<file path="src/rtl/io_input_irq_ctrl.sv">
// io_input_irq_ctrl
//   Input-side I/O stage in front of the 16-bit MIPS core. Words from an
//   external producer are buffered in a small FIFO. Each word is delivered
//   to the core's data_in bus and announced with a one-cycle interrupt
//   pulse. The word is then held for a fixed window so the ISR can read it,
//   and a forced idle gap follows before the next delivery can begin.
//
// Ports
//   clk         in   system clock, all logic on posedge
//   reset       in   synchronous, active-low reset
//   ext_data    in   DATA_W   word from the external producer
//   ext_valid   in   producer has a word on ext_data
//   ext_ready   out  FIFO can accept a word this cycle
//   irq_enable  in   allows a new delivery to start (sampled in IDLE only)
//   data_in     out  DATA_W   word presented to the core
//   interrupt   out  one-cycle pulse announcing a new word
//   fifo_count  out  words currently stored
//   overflow    out  sticky, producer offered a word while full
module io_input_irq_ctrl #(
   parameter int DATA_W      = 16,
   parameter int DEPTH       = 4,
   parameter int HOLD_CYCLES = 8,
   parameter int IRQ_GAP     = 4
) (
   input  logic                     clk,
   input  logic                     reset,
   input  logic [DATA_W-1:0]        ext_data,
   input  logic                     ext_valid,
   output logic                     ext_ready,
   input  logic                     irq_enable,
   output logic [DATA_W-1:0]        data_in,
   output logic                     interrupt,
   output logic [$clog2(DEPTH):0]   fifo_count,
   output logic                     overflow
);

   localparam int PTR_W    = $clog2(DEPTH);
   localparam int CNT_MAXV = (HOLD_CYCLES > IRQ_GAP) ? HOLD_CYCLES : IRQ_GAP;
   localparam int CNT_W    = $clog2(CNT_MAXV) + 1;
   localparam logic [CNT_W-1:0] HOLD_INIT = CNT_W'(HOLD_CYCLES - 1);
   localparam logic [CNT_W-1:0] GAP_INIT  = CNT_W'(IRQ_GAP - 1);

   typedef enum logic [2:0] {
      IDLE = 3'd0,
      LOAD = 3'd1,
      IRQ  = 3'd2,
      HOLD = 3'd3,
      GAP  = 3'd4
   } state_t;

   logic [DATA_W-1:0] mem [DEPTH];
   logic [PTR_W-1:0]  wr_ptr;
   logic [PTR_W-1:0]  rd_ptr;
   logic              full;
   logic              push;
   logic              pop;
   logic [CNT_W-1:0]  cnt;
   state_t            state;
   state_t            state_nxt;

   // count never exceeds DEPTH (a power of two), so its MSB alone flags full
   assign full      = fifo_count[PTR_W];
   assign ext_ready = reset && !full;
   assign push      = ext_valid && ext_ready;
   assign pop       = (state == LOAD);

   // FIFO storage: data only, left unreset
   always_ff @(posedge clk) begin
      if (push) begin
         mem[wr_ptr] <= ext_data;
      end
   end

   // FIFO control: pointers wrap naturally because DEPTH is a power of two
   always_ff @(posedge clk) begin
      if (!reset) begin
         wr_ptr     <= '0;
         rd_ptr     <= '0;
         fifo_count <= '0;
         overflow   <= 1'b0;
      end else begin
         if (push) begin
            wr_ptr <= wr_ptr + 1'b1;
         end
         if (pop) begin
            rd_ptr <= rd_ptr + 1'b1;
         end
         case ({push, pop})
            2'b10:   fifo_count <= fifo_count + 1'b1;
            2'b01:   fifo_count <= fifo_count - 1'b1;
            default: fifo_count <= fifo_count;
         endcase
         // with reset high, a refused offer can only mean the FIFO is full
         if (ext_valid && full) begin
            overflow <= 1'b1;
         end
      end
   end

   // FSM state register
   always_ff @(posedge clk) begin
      if (!reset) begin
         state <= IDLE;
      end else begin
         state <= state_nxt;
      end
   end

   // FSM next-state logic
   always_comb begin
      state_nxt = state;
      case (state)
         IDLE: if (fifo_count != '0 && irq_enable) state_nxt = LOAD;
         LOAD: state_nxt = IRQ;
         IRQ:  state_nxt = HOLD;
         HOLD: if (cnt == '0) state_nxt = GAP;
         GAP:  if (cnt == '0) state_nxt = IDLE;
         default: state_nxt = IDLE;
      endcase
   end

   // FSM Moore outputs
   always_comb begin
      interrupt = (state == IRQ);
   end

   // Delivered word and hold/gap window counter
   always_ff @(posedge clk) begin
      if (!reset) begin
         data_in <= '0;
         cnt     <= '0;
      end else begin
         case (state)
            LOAD: data_in <= mem[rd_ptr];
            IRQ:  cnt <= HOLD_INIT;
            HOLD: begin
               if (cnt == '0) begin
                  cnt <= GAP_INIT;
               end else begin
                  cnt <= cnt - 1'b1;
               end
            end
            GAP: begin
               if (cnt != '0) begin
                  cnt <= cnt - 1'b1;
               end
            end
            default: cnt <= cnt;
         endcase
      end
   end

endmodule

</file>
<file path="config.mk">
export PLATFORM = sky130hd
export DESIGN_NAME = io_input_irq_ctrl
export DESIGN_NICKNAME = d
export VERILOG_FILES = /design/src/rtl/io_input_irq_ctrl.sv
export SDC_FILE = /design/constraint.sdc
export NUM_CORES = 1
export LEC_CHECK = 0
export ABC_AREA = 1
export CAP_MARGIN = 20
export CELL_PAD_IN_SITES_DETAIL_PLACEMENT = 0
export CELL_PAD_IN_SITES_GLOBAL_PLACEMENT = 1
export CORE_ASPECT_RATIO = 0.75
export CORE_MARGIN = 1
export CORE_UTILIZATION = 48
export DETAILED_ROUTE_END_ITERATION = 8
export PLACE_DENSITY = 0.94
export SLEW_MARGIN = 10
export SYNTH_ARGS = -nofsm -noshare
export SYNTH_HDL_FRONTEND = slang
export SYNTH_SLANG_ARGS = --single-unit
</file>
<file path="constraint.sdc">
create_clock -name clk -period 5.7 [get_ports clk]
set_clock_uncertainty 0.2 [all_clocks]
set_input_delay 0.855 -clock clk [delete_from_list [all_inputs] [get_ports clk]]
set_output_delay 0.855 -clock clk [all_outputs]
set_load 0.01 [all_outputs]
</file>
==> results of run 1 <==
where the power goes:
group	switching [mW]	internal (mW)	total, mW	leakage (nW)
logic	0.346	0.273	0.619	0.843
registers	0.0620	0.832	0.894	0.835
clock network	0.240	0.211	0.450	0.0998
layout by cell type, fill, tap and decap left out, drive strengths merged:
master / n
buf: 6
fa: 1
bufinv: 1
ha: 7
xor2: 1
a31oi: 1
clkinvlp: 1
dfxtp: 31
edfxtp: 64
nor2: 71
clkbuf: 10
nand4: 1
o21a: 16
nand2: 46
inv: 44
o211ai: 16
clkdlybuf4s50: 41
nand3: 9
nor3: 2
a21oi: 10
o21ai: 37
layer usage:
layer | vias up | global-route usage [%] | wire (um)
met4 | 0 | 5.753 | 81
met3 | 11 | 4.870 | 357
met2 | 65 | 28.31 | 3271
met1 | 1201 | 22.69 | 3317
li1 | 1324 | - | -
met5 | - | 0 | 0
registers in the layout (all words and copies together) (netlist names):
register    count
mem            64
data_in        16
cnt             4
fifo_count      3
state           3
rd_ptr          2
wr_ptr          2
overflow        1
cell usage after synthesis, drive strengths merged:
cell,instances
a21oi,10
fa,1
nor2,71
nand4,1
inv,40
o21ai,37
edfxtp,64
buf,14
a31oi,1
ha,7
nor3,2
o211ai,16
xor2,1
nand3,9
nand2,46
dfxtp,31
clkbuf,3
o21a,16
cells by family (layout without fill, tap and decap cells):
group	after synthesis	count (layout)	share of synthesized area, %
adders and majority gates	8	8	2.737
AOI/OAI and AO/OA	80	80	12.25
buffers and inverters	57	103	6.874
DFF	95	95	64.67
and+or+nand+nor	129	129	13.24
xor gates and xnor gates	1	1	0.2228
final timing paths:
kind / endpoint / slack, ps / cells after the start
max: ext_ready / 2210 / 5
min: overflow / 290 / 2
max reg2reg: fifo_count[2] / 3420 / 10
min reg2reg: overflow / 290 / 2
through the flow:
stage,hold slack (ps),setup slack [ps],utilization (%),instances
after floorplan,289.8,3060,-,370
after global placement,264.1,2225,55.48,504
after detailed placement,269.2,2214,55.48,504
after CTS,300.2,2192,58.04,520
after global routing,352.2,2126,58.39,521
final,290.0,2206,58.39,521
tightest hold or removal path, cell delays in order, from the launching register on:
cell     delay [ps]
dfxtp_1         350
a21oi_1          40
nor2_1           70
layout make-up:
cell class | count | area (sq um)
multi-input combinational | 218 | 1119
timing repair buffer | 47 | 475.5
tap | 105 | 131.4
inverter | 40 | 152.6
fill | 687 | 3294
clock inverter | 6 | 75.07
clock buffer | 10 | 127.6
sequential | 95 | 2542
==> reports/qor.csv, run 1 <==
metric;value;unit
outcome;finished, final reports clean;
post-CTS setup buffer count;0;
max_cap viols;0;
final max-slew violation count;0;
CP Data Required Time;4640;ps
grt ovf;0;
clock-pin slew on the worst setup and hold paths;90;ps
CP arrival;2440;ps
Pleak;1.778;nW
overall routing resource usage;17.43;%
initial antenna violation count;0;
Placed Instance Area;0.004393;sq mm
Critical Path Sink Type;primary output;
critical path cell sequence;clkdlybuf4s50_1 -> buf_4 -> inv_2 -> nor2_2 -> clkdlybuf4s50_1;
global-route wire length before repair;11.10;mm
WL final;7.027;mm
RSZ-0062 raised after global routing;no;
critical path launch point;reset;
post_cts resized;0;
vias in the first global route;2341;
origin of the critical flop-to-flop path;state[0];
Crit-path slowest cell;clkdlybuf4s50_1;
max frequency;286.2;MHz
Synth Register Bits;95;
Clock Path Buffers;2;
average size of a mapped cell;10.63;sq um
Pwr Density;424.8;mW/mm^2
area leader, netlist;edfxtp_1;
Post-CTS Hold Buffers;0;
Hold Crit Start;overflow;
YS warnings;0;
# DRC;0;
CP peak stage delay;550;ps
Chip Height;80.38;um
crit-path max FO;26;
wire length per cell;13.49;um
Peak supply drop;0.1489;mV
Setup TNS;0;ps
Slew @ Worst Pin;1115;ps
Die W;106.5;um
CTS sink cnt;95;
Hold Path Class;flop to flop;
initial drt markers;192;
Boundary Pins;42;
library cell used as clock root buffer;clkbuf_8;
CP Launch Type;input pin;
post-synthesis cell type count;28;
Initial DRT Pass Iterations;5;
Synth Instances;370;
Cell Rows;28;
DP HPWL;4.324;mm
period utilization;61.30;%
nets@finish;439;
vias;2601;
synthesized area;0.003931;sq mm
critical path's most frequent cell;clkdlybuf4s50_1;
fin crit period;3494;ps
power after layout;1.964;mW
Worst path top cell family by delay;buffers and inverters;
DRT antenna net count;0;
# setup viols final;0;
area delta synth->final;17.60;%
via/cell ratio;4.992;
gpl congestion;0.7753;
core area;0.007918;sq mm
synth top area cells;edfxtp_1, dfxtp_1, nor2_1;
IO buf count;41;
post-route cell area;0.004623;sq mm
largest net degree at the start of global routing;36;
Final Hold Viols;0;
CTS tree;built;
Antenna Diode Count;0;
Crit Path Class;input pin to primary output;
layout cells sized above 1;8.173;%
WP buf/inv;4;
Worst slew margin;25.54;%
Syn Nets;398;
H-tree levels;3;
Die Area;0.008560;sq mm
Skew-Pair Late Insertion Delay;360;ps
sequential area share after synthesis;64.67;%
total CTS buffers;9;
area share of the largest cell type after synthesis;48.89;%
Initial Utilization;49.65;%
No activity file was read; power rests on OpenSTA's default activity.
==> run 2: changes to the inputs <==
--- a/config.mk
+++ b/config.mk
@@ -11,9 +11,9 @@
 export CELL_PAD_IN_SITES_GLOBAL_PLACEMENT = 1
 export CORE_ASPECT_RATIO = 0.75
 export CORE_MARGIN = 1
-export CORE_UTILIZATION = 48
+export CORE_UTILIZATION = 44
 export DETAILED_ROUTE_END_ITERATION = 8
-export PLACE_DENSITY = 0.94
+export PLACE_DENSITY = 0.88
 export SLEW_MARGIN = 10
 export SYNTH_ARGS = -nofsm -noshare
 export SYNTH_HDL_FRONTEND = slang
==> constraint.sdc (replaced) <==
create_clock -name clk -period 3.3 [get_ports clk]
set_clock_uncertainty 0.2 [all_clocks]
set_input_delay 0.495 -clock clk [delete_from_list [all_inputs] [get_ports clk]]
set_output_delay 0.495 -clock clk [all_outputs]
set_load 0.01 [all_outputs]
==> reports/qor.csv, run 2 (synthesis results as in run 1) <==
metric;value;unit
Die Area;0.009321;sq mm
Sequential Area;0.002542;sq mm
Post-CTS Hold Buffers;0;
max_cap viols;0;
Initial DRT Pass Iterations;6;
outcome;finished with violations;
Fillers;706;
# DRC;4;
layout cells sized above 1;8.393;%
Worst slew margin;62.10;%
post-route cell area;0.004728;sq mm
number of cells on the worst reg-to-reg path;10;
dpl ws;628.5;ps
vias;2610;
crit-path max FO;7;
Boundary Pins;42;
Largest Register;mem;
grt ovf;0;
global-route wire length before repair;11.79;mm
via/cell ratio;4.971;
period utilization;74.75;%
final worst slack;833.3;ps
Placed Instance Area;0.004404;sq mm
final max-slew violation count;0;
Crit Path Class;input pin to primary output;
Cell Rows;29;
vias in the first global route;2462;
Regs by FF count;mem (64), data_in (16), cnt (4);
initial antenna violation count;0;
CP arrival;1770;ps
Multi-input gate area;0.001119;sq mm
Hold Crit Start;overflow;
area delta synth->final;20.27;%
Peak supply drop;0.3013;mV
hold path depth;2;
DP HPWL;4.340;mm
wire length per cell;13.78;um
CP Launch Type;input pin;
fin crit period;2467;ps
Initial Utilization;45.91;%
H-tree levels;3;
Setup TNS;0;ps
gpl congestion;0.7208;
commonest non-fill, non-tap cell in the layout;nor2_1;
max frequency;405.4;MHz
Pwr Density;767.2;mW/mm^2
clock-pin slew on the worst setup and hold paths;70;ps
CTS sink cnt;95;
post-CTS setup buffer count;0;
CTS tree;built;
largest net degree at the start of global routing;36;
RSZ-0062 raised after global routing;no;
DRT antenna net count;0;
Clock Path Buffers;2;
WL final;7.232;mm
nets@finish;440;
Chip Height;83.86;um
max reg flops;64;
Pleak;1.822;nW
Die W;111.1;um
Min Hold Slack;283.3;ps
Hold Path Class;flop to flop;
initial drt markers;116;
Final Hold Viols;0;
commonest non-fill, non-tap cells in the layout;nor2_1, edfxtp_1, nand2_1;
Antenna Diode Count;0;
library cell used as clock root buffer;clkbuf_16;
origin of the critical flop-to-flop path;state[0];
setup slack, reg-to-reg;980;ps
post_cts resized;0;
IO buf count;41;
Crit Reg-Reg Endpoint;fifo_count[2];
# setup viols final;0;
overall routing resource usage;16.67;%
Slew @ Worst Pin;567.7;ps
core area;0.008563;sq mm
total CTS buffers;9;
Skew-Pair Late Insertion Delay;340;ps
Critical Path Sink Type;primary output;
Worst Hold End;overflow;
violated checks;design-rule violations;
fin util;55.22;%
CP Data Required Time;2600;ps
## run 2: critical path: stages
cell             delay, ps
clkdlybuf4s50_1        500
inv_2                  100
nor2_2                 130
clkdlybuf4s50_1        550
## run 2: final cells by class
cell class              instances  share of cell area (%)
flip-flops and latches         95                   53.77
multi-input cells             218                   23.66
repair buffers                 48                   10.21
clock buffers                   9                   4.763
inverters                      40                   3.228
well taps                     108                   2.858
clock inverters                 7                   1.508
## run 2: worst max-delay path by stage
stage | start | endpoint | slack (ps) | cells past startpoint
after floorplan | reset | mem[0][0] | 1020 | 5
after global placement | reset | fifo_count[2] | 700 | 11
after detailed placement | reset | fifo_count[2] | 630 | 12
after CTS | reset | ext_ready | 820 | 4
after global routing | reset | ext_ready | 760 | 4
final | reset | ext_ready | 830 | 4
## run 2: stage by stage
stage | std cells | power (mW)
floorplan | 370 | 2.281
global placement | 508 | 2.590
detailed placement | 508 | 2.624
CTS | 524 | 3.647
global route | 525 | 3.835
finish | 525 | 3.628
## run 2: routing by layer
metal  track usage [%]  wire length, um
met2             26.24             3392
met4             8.600              142
met1             20.94             3332
met5                 0                0
met3             5.011              364
## run 2: power breakdown
part	internal [mW]	switching [mW]
Sequential	1.44	0.0896
Clock	0.587	0.437
Combinational	0.458	0.618
Total	2.48	1.14
